<file path="config.mk">
export PLATFORM = sky130hd
export DESIGN_NAME = mux_scan_seq
export DESIGN_NICKNAME = d
export VERILOG_FILES = /design/src/rtl/mux_scan_pkg.sv /design/src/rtl/mux_scan_next_ch.sv /design/src/rtl/mux_scan_seq.sv
export SDC_FILE = /design/constraint.sdc
export NUM_CORES = 1
export LEC_CHECK = 0
export CAP_MARGIN = 0
export CORE_UTILIZATION = 47
export DETAILED_ROUTE_END_ITERATION = 12
export GPL_ROUTABILITY_DRIVEN = 0
export PLACE_DENSITY = 0.75
export SLEW_MARGIN = 15
export SYNTH_ARGS = -nofsm -noshare
export SYNTH_HDL_FRONTEND = slang
export SYNTH_SLANG_ARGS = --single-unit
export TNS_END_PERCENT = 100
</file>
<file path="constraint.sdc">
create_clock -name clk -period 4.7 [get_ports clk]
set_input_delay 0.705 -clock clk [delete_from_list [all_inputs] [get_ports clk]]
set_output_delay 0.705 -clock clk [all_outputs]
set_load 0.005 [all_outputs]
</file>
<file path="src/rtl/mux_scan_pkg.sv">
// Shared types and constants for the 16:1 mux channel scanner.
package mux_scan_pkg;

    localparam int unsigned NCH_C  = 16;
    localparam int unsigned SELW_C = 4;
    localparam logic [SELW_C-1:0] LAST_CH_C = 4'hF;

    typedef enum logic [1:0] {
        ST_IDLE,
        ST_SCAN,
        ST_HOLD
    } state_t;

    // Lowest enabled channel of a mask; 0 when the mask is empty.
    function automatic logic [SELW_C-1:0] first_ch(input logic [NCH_C-1:0] mask);
        logic [SELW_C-1:0] ch;
        logic [SELW_C-1:0] idx;
        ch = '0;
        for (int unsigned i = NCH_C; i > 0; i--) begin
            idx = SELW_C'(i - 1);
            if (mask[idx]) begin
                ch = idx;
            end
        end
        return ch;
    endfunction

endpackage

</file>
<file path="src/rtl/mux_scan_next_ch.sv">
// Next enabled channel above the current select, plus a flag when none remains.
// Only built when MUX_SCAN_MASK_EN is defined.
`ifdef MUX_SCAN_MASK_EN
module mux_scan_next_ch
    import mux_scan_pkg::*;
(
    input  logic [NCH_C-1:0]  mask,
    input  logic [SELW_C-1:0] cur,
    output logic [SELW_C-1:0] next_ch,
    output logic              last
);

    logic [SELW_C-1:0] idx;

    // Descending walk so the lowest qualifying channel wins.
    always_comb begin
        next_ch = cur;
        last    = 1'b1;
        idx     = '0;
        for (int unsigned i = NCH_C; i > 0; i--) begin
            idx = SELW_C'(i - 1);
            if ((idx > cur) && mask[idx]) begin
                next_ch = idx;
                last    = 1'b0;
            end
        end
    end

endmodule
`endif

</file>
<file path="src/rtl/mux_scan_seq.sv">
// Channel scanner: walks the 16:1 mux select, captures mux_y per channel, emits a frame.
// Optional channel masking is enabled by defining MUX_SCAN_MASK_EN.
module mux_scan_seq
    import mux_scan_pkg::*;
#(
    parameter int unsigned NCH    = 16,
    parameter int unsigned SELW   = 4,
    parameter int unsigned SETTLE = 1
) (
    input  logic            clk,
    input  logic            rst,
    input  logic            start,
    input  logic            cont,
    input  logic [NCH-1:0]  ch_mask,
    output logic [SELW-1:0] sel,
    input  logic            mux_y,
    output logic [NCH-1:0]  data,
    output logic            data_valid,
    input  logic            data_ready,
    output logic            busy
);

    localparam logic [3:0] SETTLE_C = 4'(SETTLE);

    state_t              state_q, state_n;
    logic [SELW_C-1:0]   sel_q, sel_n;
    logic [3:0]          cnt_q, cnt_n;
    logic [NCH_C-1:0]    shadow_q, shadow_n;
    logic [NCH_C-1:0]    data_q, data_n;
    logic                valid_q, valid_n;
    logic                load;

    logic [SELW_C-1:0]   next_ch;
    logic                last;
    logic [SELW_C-1:0]   first_in;
    logic                mask_ok;

`ifdef MUX_SCAN_MASK_EN
    logic [NCH_C-1:0]    mask_q;

    // Mask is captured on the same edge that launches a frame.
    always_ff @(posedge clk) begin
        if (rst) begin
            mask_q <= '0;
        end else if (load) begin
            mask_q <= ch_mask;
        end
    end

    assign first_in = first_ch(ch_mask);
    assign mask_ok  = |ch_mask;

    mux_scan_next_ch u_next_ch (
        .mask    (mask_q),
        .cur     (sel_q),
        .next_ch (next_ch),
        .last    (last)
    );
`else
    logic unused_mask;

    assign unused_mask = ^{ch_mask, load};
    assign first_in    = '0;
    assign mask_ok     = 1'b1;
    assign next_ch     = sel_q + 4'd1;
    assign last        = (sel_q == LAST_CH_C);
`endif

    always_ff @(posedge clk) begin
        if (rst) begin
            state_q  <= ST_IDLE;
            sel_q    <= '0;
            cnt_q    <= '0;
            shadow_q <= '0;
            data_q   <= '0;
            valid_q  <= 1'b0;
        end else begin
            state_q  <= state_n;
            sel_q    <= sel_n;
            cnt_q    <= cnt_n;
            shadow_q <= shadow_n;
            data_q   <= data_n;
            valid_q  <= valid_n;
        end
    end

    always_comb begin
        state_n  = state_q;
        sel_n    = sel_q;
        cnt_n    = cnt_q;
        shadow_n = shadow_q;
        data_n   = data_q;
        valid_n  = valid_q;
        load     = 1'b0;
        case (state_q)
            ST_IDLE: begin
                if (start && mask_ok) begin
                    state_n  = ST_SCAN;
                    sel_n    = first_in;
                    cnt_n    = SETTLE_C;
                    shadow_n = '0;
                    load     = 1'b1;
                end
            end
            ST_SCAN: begin
                if (cnt_q != '0) begin
                    cnt_n = cnt_q - 4'd1;
                end else begin
                    shadow_n[sel_q] = mux_y;
                    if (last) begin
                        // Final bit goes straight into data alongside the shadow bits.
                        data_n  = shadow_n;
                        valid_n = 1'b1;
                        state_n = ST_HOLD;
                    end else begin
                        sel_n = next_ch;
                        cnt_n = SETTLE_C;
                    end
                end
            end
            ST_HOLD: begin
                if (valid_q && data_ready) begin
                    valid_n = 1'b0;
                    if (cont && mask_ok) begin
                        state_n  = ST_SCAN;
                        sel_n    = first_in;
                        cnt_n    = SETTLE_C;
                        shadow_n = '0;
                        load     = 1'b1;
                    end else begin
                        state_n = ST_IDLE;
                    end
                end
            end
            default: begin
                state_n = ST_IDLE;
            end
        endcase
    end

    assign sel        = sel_q;
    assign data       = data_q;
    assign data_valid = valid_q;
    assign busy       = (state_q != ST_IDLE);

endmodule

</file>
# Word level (Yosys, flattened, before mapping)
# Cells that the tools add are included.
[totals]
out_inout_bits = 22
in_bits = 22
wordCells = 64
regBits = 43
[op_classes]
n_bitwise = 1
order_cmp = 2
n_reduce_logical = 13
n_mux = 30
n_eq_ne = 10
addsub = 2
[op_table]
columns = ["op", "count"]
rows = [
  ["16-bit 2-to-1 mux", 4],
  ["16-bit one-hot mux with 3 select lines", 1],
  ["4-bit 2-to-1 mux", 10],
  ["4-bit one-hot mux with 3 select lines", 2],
  ["16-bit bitwise mux", 1],
  ["2-bit inequality test (second input constant)", 6],
  ["5-bit AND reduction", 2],
  ["2-bit 2-to-1 mux", 4],
  ["4-bit AND reduction", 2],
  ["2-bit one-hot mux with 3 select lines", 1],
  ["6-bit AND reduction", 1],
  ["4-bit by 5-bit < comparator with 1-bit output (second input constant)", 1],
  ["1-bit 2-to-1 mux", 5],
  ["4-bit by 1-bit adder with 4-bit output (second input constant)", 1],
  ["1-bit demux with 4-bit select", 1],
  ["4-bit == test (second input constant)", 1],
  ["4-bit by 1-bit >= comparator with 1-bit output (second input constant)", 1],
  ["2-bit nonzero test", 2],
  ["4-bit nonzero test", 1],
  ["4-bit by 1-bit subtractor with 4-bit output (second input constant)", 1],
  ["3-bit inequality test (second input constant)", 1],
  ["3-bit AND reduction", 1],
  ["3-bit nonzero test", 1],
  ["2-bit by 1-bit == test with 1-bit output (second input constant)", 1],
  ["other kinds (5)", 6],
]

# Longest topological paths before layout
# Gate-level depths: netlist of run 1.
[logic_depth]
word_depth = 7
depth_mapped = 8
depth_no_buf = 6

# Worst setup path after synthesis of run 1
# No wires, ideal clock.
[synth_timing]
kind = "register to register"
from = "register cnt_q[0]"
to = "register sel_q[2] (netlist: sel[2])"
arrival_time_ps = 1892
setup_time_ps = 130
path_stages_with_launch = 9
period_less_slack_ps = 2023
t_required_ps = 4570
path_buffers = 2
slack_ps = 2677
cell_sequence = "dfxtp_1 > inv_1 > ha_1 > or3b_1 > a221o_1 > buf_2 > clkbuf_1 > o31ai_1 > a21oi_1"
[synth_between]
elab_chain_cells = 3
[synth_rtl]
columns = ["item", "line", "text"]
rows = [
  ["start, declared", "mux_scan_seq.sv:27", "logic [3:0] cnt_q, cnt_n;"],
  ["start signal, assigned", "mux_scan_seq.sv:80", "cnt_q <= cnt_n;"],
  ["4-bit nonzero test", "mux_scan_seq.sv:106", "if (cnt_q != '0) begin"],
  ["2-bit inequality test (no line)", "-", ""],
  ["6-bit AND reduction (no line)", "-", ""],
  ["end signal, assigned", "mux_scan_seq.sv:79", "sel_q <= sel_n;"],
  ["end, declared", "mux_scan_seq.sv:26", "logic [SELW_C-1:0] sel_q, sel_n;"],
]
# Every way passes these cells.
# A chain may end at the register's enable or synchronous reset.

# Worst setup path after layout of run 1
[layout_timing]
from = "register cnt_q[0]"
to = "register sel_q[3] (netlist: sel[3])"
# The elaborated chain is that of the path after synthesis.

==> results by group, run 1 <==
Run status
  – Outcome: complete, no violations

Setup path
  – WP data required: between 4 and 5 ns
  – Worst-path fanout max: 39
  – Critical path launch point type: flop
  – Worst setup EP type: flop
  – CP Data Arrival Time: roughly 2.8 ns
  – Crit path kind: reg2reg

Power
  – Maximum vdd drop: approximately 0.20 mV
  – PwrDens: a little under 300 mW/mm2
  – Pleak: roughly 0.84 nW

Routing
  – Via Count: around 1700
  – DRC: 0
  – Initial DRC count: roughly 130
  – Drt via density: 5.64
  – Routed Antenna Nets: 0
  – Drt total wl: between 4 and 5 mm
  – Routed wire per std cell: approximately 13 um
  – Drt first pass iters: 4

Floorplanning
  – Ports: 44
  – Row count: 23
  – Die area: between 0.004 and 0.005 mm2
  – Starting Density: 0.498
  – Total core area: around 0.0041 mm2
  – Die Span Y: 67.6 um
  – Die Wd: approximately 68 um

CTS
  – Clock sinks: 42
  – Post-CTS resize count: 0
  – Post-CTS Setup Bufs: 0
  – CTS tree: built
  – Clock slew at reported path FFs: around 0.08 ns
  – Root buffer cell: clkbuf_8
  – Post-CTS Hold Buffers: 0
  – Max clock buf depth: 2
  – CTS Buf Count: 5
  – Total number of H-tree levels: 2
  – Later-pin clock latency in the skew report: ~0.30 ns

Place
  – HPWL Detailed: around 2.5 mm
  – Port Buffers: 27

Logic synthesis
  – Syn Area/Cell: 8.35 um2
  – Syn_nets: between 200 and 300
  – Mapped Area: between 0.002 and 0.0025 mm2
  – Distinct cell type count of the synthesized netlist: 31
  – Sequential fraction of the synthesis area: 0.416
  – Synthesized instance count: 242
  – Syn. warnings: 0
  – Seq cells post-synth: 42

STA
  – Worst Max-Slew Pin Slew: approximately 1.1 ns
  – Final Hold Fails: 0
  – RSZ-0062 raised after global routing: no
  – FMAX: 0.384 GHz
  – Clk_skew: between 0.008 and 0.009 ns
  – Final Setup Violations: 0
  – Final Max Tran Viols: 0
  – Max_slew headroom: 0.243
  – Fin crit share: 0.554
  – Post-layout min period: roughly 2.6 ns
  – Post-Route Setup TNS: 0 ns

Job
  – Max-cap violations: 0

Worst hold path
  – Min-Delay Path Class: reg2reg

GRT
  – Largest net degree at the start of global routing: 43
  – Vias in the first global route: 1574
  – First-pass GRT wire length: 6.91 mm
  – GRT Total Usage: 0.200
  – Initial antenna violation count: 0
  – Global route total overflow: 0

Layout
  – Final Net Count: 285
  – Diode count: 0
  – Final Util: 0.593
  – Layout area overhead: 19.0%
  – Layout cells sized above 1: 0.0426
per-stage QoR:
| step | hold WS [ns] | power [mW] | setup WS, ns | area [um2] | instances |
|---|---|---|---|---|---|
| 2_1_floorplan | 0.431 | 0.418 | 2.68 | 2020 | 242 |
| 3_3_place_gp | 0.437 | 0.435 | 1.85 | 2290 | 300 |
| 3_5_place_dp | 0.443 | 0.436 | 1.83 | 2290 | 300 |
| 6_report | 0.454 | 0.712 | 2.10 | 2400 | 308 |
| 4_1_cts | 0.454 | 0.718 | 2.12 | 2400 | 308 |
| 5_1_grt | 0.477 | 0.744 | 1.93 | 2400 | 308 |
layer usage:
metal | track usage | share of wire | up-vias
met4 | 0.101 | 0.024 | 0
met1 | 0.246 | 0.51 | 801
met2 | 0.324 | 0.43 | 35
met5 | 0 | 0 | -
li1 | - | - | 890
met3 | 0.0422 | 0.038 | 10
cell usage after synthesis:
master    instances  area share
dfxtp_1          42        0.42
a21oi_1          26       0.064
nor2_1           24       0.045
clkbuf_1         19       0.035
or3_1            19       0.059
nand2_1          18       0.033
a211oi_1         15       0.056
mux2i_1          15       0.074
nand3b_1          9       0.033
o21ai_0           7       0.017
ha_1              6       0.037
inv_1             6       0.011
nor3b_1           6       0.022
nand3_1           5       0.012
nor3_1            4      0.0099
nand2b_1          3      0.0093
or4_1             3       0.011
o31ai_1           2      0.0074
a21o_1            1      0.0037
a221o_1           1      0.0050
a31oi_1           1      0.0031
and2_1            1      0.0031
and3_1            1      0.0031
buf_1             1      0.0019
buf_2             1      0.0025
nand4b_1          1      0.0043
nor2b_1           1      0.0031
nor3_2            1      0.0050
o21bai_1          1      0.0037
or2_2             1      0.0031
or3b_1            1      0.0043
kinds of logic after synthesis:
logic type	synth area share
AOI/OAI and AO/OA	0.160
adders and majority gates	0.0372
DFF	0.416
and+or+nand+nor	0.261
muxes	0.0743
buffers and inverters	0.0508
placed cells by master (no fill, tap or decap):
cell             count
or3b_1               1
a221o_1              1
nor3_1               4
nor2b_1              1
o21ai_0              7
dfxtp_1             42
nand3_1              5
or2_2                1
a31oi_1              1
buf_4                2
bufinv_16            1
a211oi_1            15
clkdlybuf4s50_1     27
clkinvlp_4           1
o31ai_1              2
nor3_4               1
a21oi_1             26
and2_1               1
nand2_1             18
clkbuf_8             5
nand2b_1             3
clkbuf_1             1
or3_1               19
o21bai_1             1
inv_1                6
nand3b_1             9
mux2i_1             15
a21o_1               1
or4_1                3
ha_1                 6
nor3b_1              6
nand4b_1             1
and3_1               1
nor2_1              24
worst max-delay path, cell delays in order (launching register included):
cell and delay (ns):
dfxtp_1 0.33, inv_1 0.08, ha_1 0.15, or3b_1 0.41, a221o_1 0.78, or4_1 0.64
a21oi_1 0.14
sequential cells by signal, indices dropped and copies added, names as in the netlist:
| signal | count |
|---|---|
| cnt_q | 4 |
| data | 16 |
| data_valid | 1 |
| sel | 4 |
| shadow_q | 15 |
| state_q | 2 |
path summary, 6_finish.rpt:
| check | from | endpoint | slack, ns | cells after the start |
|---|---|---|---|---|
| max reg2reg | cnt_q[0] | sel[3] | 2.10 | 6 |
| min | shadow_q[0] | shadow_q[0] | 0.45 | 2 |
| max | cnt_q[0] | sel[3] | 2.10 | 6 |
| min reg2reg | shadow_q[0] | shadow_q[0] | 0.45 | 2 |
power breakdown:
| group | internal, mW | switching [mW] |
|---|---|---|
| clock network | 0.159 | 0.125 |
| logic | 0.0224 | 0.0400 |
| registers | 0.360 | 0.00515 |
| total | 0.541 | 0.171 |
layout make-up:
type | count | area [um2]
fill | 373 | 1650
timing repair buffer | 29 | 285
inverter | 6 | 22.5
clock buffer | 6 | 72.6
tap | 50 | 62.6
multi-input combinational | 173 | 1080
clock inverter | 2 | 37.5
sequential | 42 | 841
Power figures use the tool's default switching activity.
==> run 2: changes to the inputs <==
clock period = 2.7 ns   (was 4.7 ns; I/O delays follow)
==> run 2 against run 1 <==
Against the previous run: hold slack worse by 0.0011 ns; via count decreased by 2.7%; utilization rose by 1.9 points; critical endpoint is now sel[2].
==> results by group, run 2 (synthesized netlist as in run 1, its figures left out) <==
STA
  – Fin crit share: 0.896
  – Final Max Tran Viols: 0
  – Clk_skew: approximately 0.0061 ns
  – Worst Max-Slew Pin Slew: between 0.6 and 0.7 ns
  – Post-layout min period: between 2 and 2.5 ns
  – Final Hold Fails: 0
  – Final Setup Violations: 0
  – PnR worst setup slack: ~0.28 ns
  – Max_slew headroom: 0.534
  – Post-Route Setup TNS: 0 ns
  – FMAX: about 0.41 GHz
  – RSZ-0062 raised after global routing: no

Place
  – Area after DPL: roughly 0.0023 mm2
  – Port Buffers: 27
  – Placement Setup Slack: just over 0.3 ns
  – HPWL Detailed: between 2 and 3 mm
  – DP Cell Count: about 300

Routing
  – Drt via density: 5.41
  – Drt first pass iters: 4
  – Drt total wl: between 3 and 4 mm
  – DRC: 0
  – Initial DRC count: 75
  – Via Count: about 1700
  – Routed Antenna Nets: 0
  – Routed wire per std cell: between 10 and 15 um

Job
  – Max-cap violations: 0

Setup path
  – Largest stage delay, worst path: 0.57 ns
  – WP data required: 2.94 ns
  – R2R setup slack: between 0.2 and 0.3 ns
  – Worst-path fanout max: 17
  – Critical path launch point type: flop
  – Worst Setup EP: sel[2]
  – Reg-to-reg endpoint: sel[2]
  – CP Data Arrival Time: about 2.7 ns
  – Reg2reg start: cnt_q[0]
  – Crit-path slowest cell: a221o_1
  – Worst r2r path cells: 7
  – Critical path cell sequence: inv_1 > ha_1 > or3b_1 > a221o_1 > buf_4 > or4_1 > a21oi_1
  – Crit path kind: reg2reg
  – Worst setup EP type: flop
  – Crit path launch: cnt_q[0]

GRT
  – First-pass GRT wire length: between 6 and 7 mm
  – Largest net degree at the start of global routing: 26
  – Vias in the first global route: about 1500
  – Initial antenna violation count: 0
  – GRT Total Usage: 0.198
  – Global route total overflow: 0

CTS
  – Root buffer cell: clkbuf_8
  – Post-CTS Setup Bufs: 0
  – Post-CTS Hold Buffers: 0
  – Max clock buf depth: 2
  – CTS Buf Count: 5
  – Clock slew at reported path FFs: about 0.08 ns
  – Post-CTS resize count: 0
  – Later-pin clock latency in the skew report: about 0.30 ns
  – Clock sinks: 42
  – Total number of H-tree levels: 2
  – CTS tree: built

Layout
  – Final instance area: 0.00248 mm2
  – Register Area: between 800 and 900 um2
  – Max FFs per register: 16
  – Layout area overhead: 22.7%
  – Layout cells sized above 1: 0.0611
  – Most common cell after layout, fill and taps aside: dfxtp_1
  – Final Net Count: about 290
  – Fillers: around 360
  – Multi-input logic area: between 0.001 and 0.0015 mm2
  – Fin cells: about 310
  – Most frequent cells in the layout: dfxtp_1 (42), clkdlybuf4s50_1 (27), a21oi_1 (26)
  – Diode count: 0

Power
  – PwrDens: about 550 mW/mm2
  – Maximum vdd drop: between 0.4 and 0.5 mV
  – Pleak: around 0.9 nW
  – Total chip power: approximately 1.4 mW

Floorplanning
  – Starting Density: 0.498
  – Die area: approximately 0.0046 mm2
  – Die Span Y: 67.6 um
  – Row count: 23
  – Die Wd: 67.6 um
  – Ports: 44
  – Total core area: 0.00406 mm2

Worst hold path
  – Min-Delay Path Class: reg2reg

Run status
  – Outcome: complete, no violations
-- run 2: cell types whose count changed in the layout (fill, tap and decap cells not counted), sizes merged --
cell | before | now
bufinv | 1 | 2
buf | 2 | 6
clkinvlp | 1 | 0
-- run 2: metal layers --
layer / GRT usage / share of wire / up-vias
met1: 0.261 / 0.50 / 772
li1: - / - / 891
met5: 0 / 0 / -
met4: 0.0691 / 0.012 / 0
met2: 0.312 / 0.46 / 21
met3: 0.0456 / 0.027 / 5
-- run 2: area by class of cell --
cell class	instances	area share
multi-input combinational	173	0.437
sequential	42	0.339
timing repair buffer	33	0.132
clock buffer	6	0.0333
tap	50	0.0252
clock inverter	2	0.0242
inverter	6	0.00908
-- run 2: how the worst min path moves through the flow --
stage                     slack (ns)  depth (start not counted)           end         start
after CTS                       0.45                          2   shadow_q[0]   shadow_q[0]
final                           0.45                          2  shadow_q[14]  shadow_q[14]
after detailed placement        0.44                          2   shadow_q[0]   shadow_q[0]
after global placement          0.44                          2  shadow_q[12]  shadow_q[12]
after floorplan                 0.43                          2   shadow_q[0]   shadow_q[0]
after global routing            0.47                          2  shadow_q[14]  shadow_q[14]
-- run 2: stage by stage --
step	hold slack [ns]	util
after global routing	0.469	0.611
after detailed placement	0.444	0.576
after global placement	0.437	0.576
after floorplan	0.431	-
final	0.453	0.611
after CTS	0.453	0.611
-- run 2: critical path: cells and delay by family (launching register included) --
| family | cells | cell delay (ns) |
|---|---|---|
| compound gates | 2 | 0.71 |
| buf+inv | 2 | 0.35 |
| flops | 1 | 0.33 |
| simple gates | 2 | 0.80 |
| fa+ha+maj | 1 | 0.16 |
-- run 2: power breakdown --
| part | leakage, nW | internal, mW | switching, mW | total [mW] |
|---|---|---|---|---|
| Combinational | 0.471 | 0.0470 | 0.0706 | 0.118 |
| Clock | 0.0714 | 0.394 | 0.221 | 0.615 |
| Sequential | 0.339 | 0.627 | 0.00876 | 0.636 |
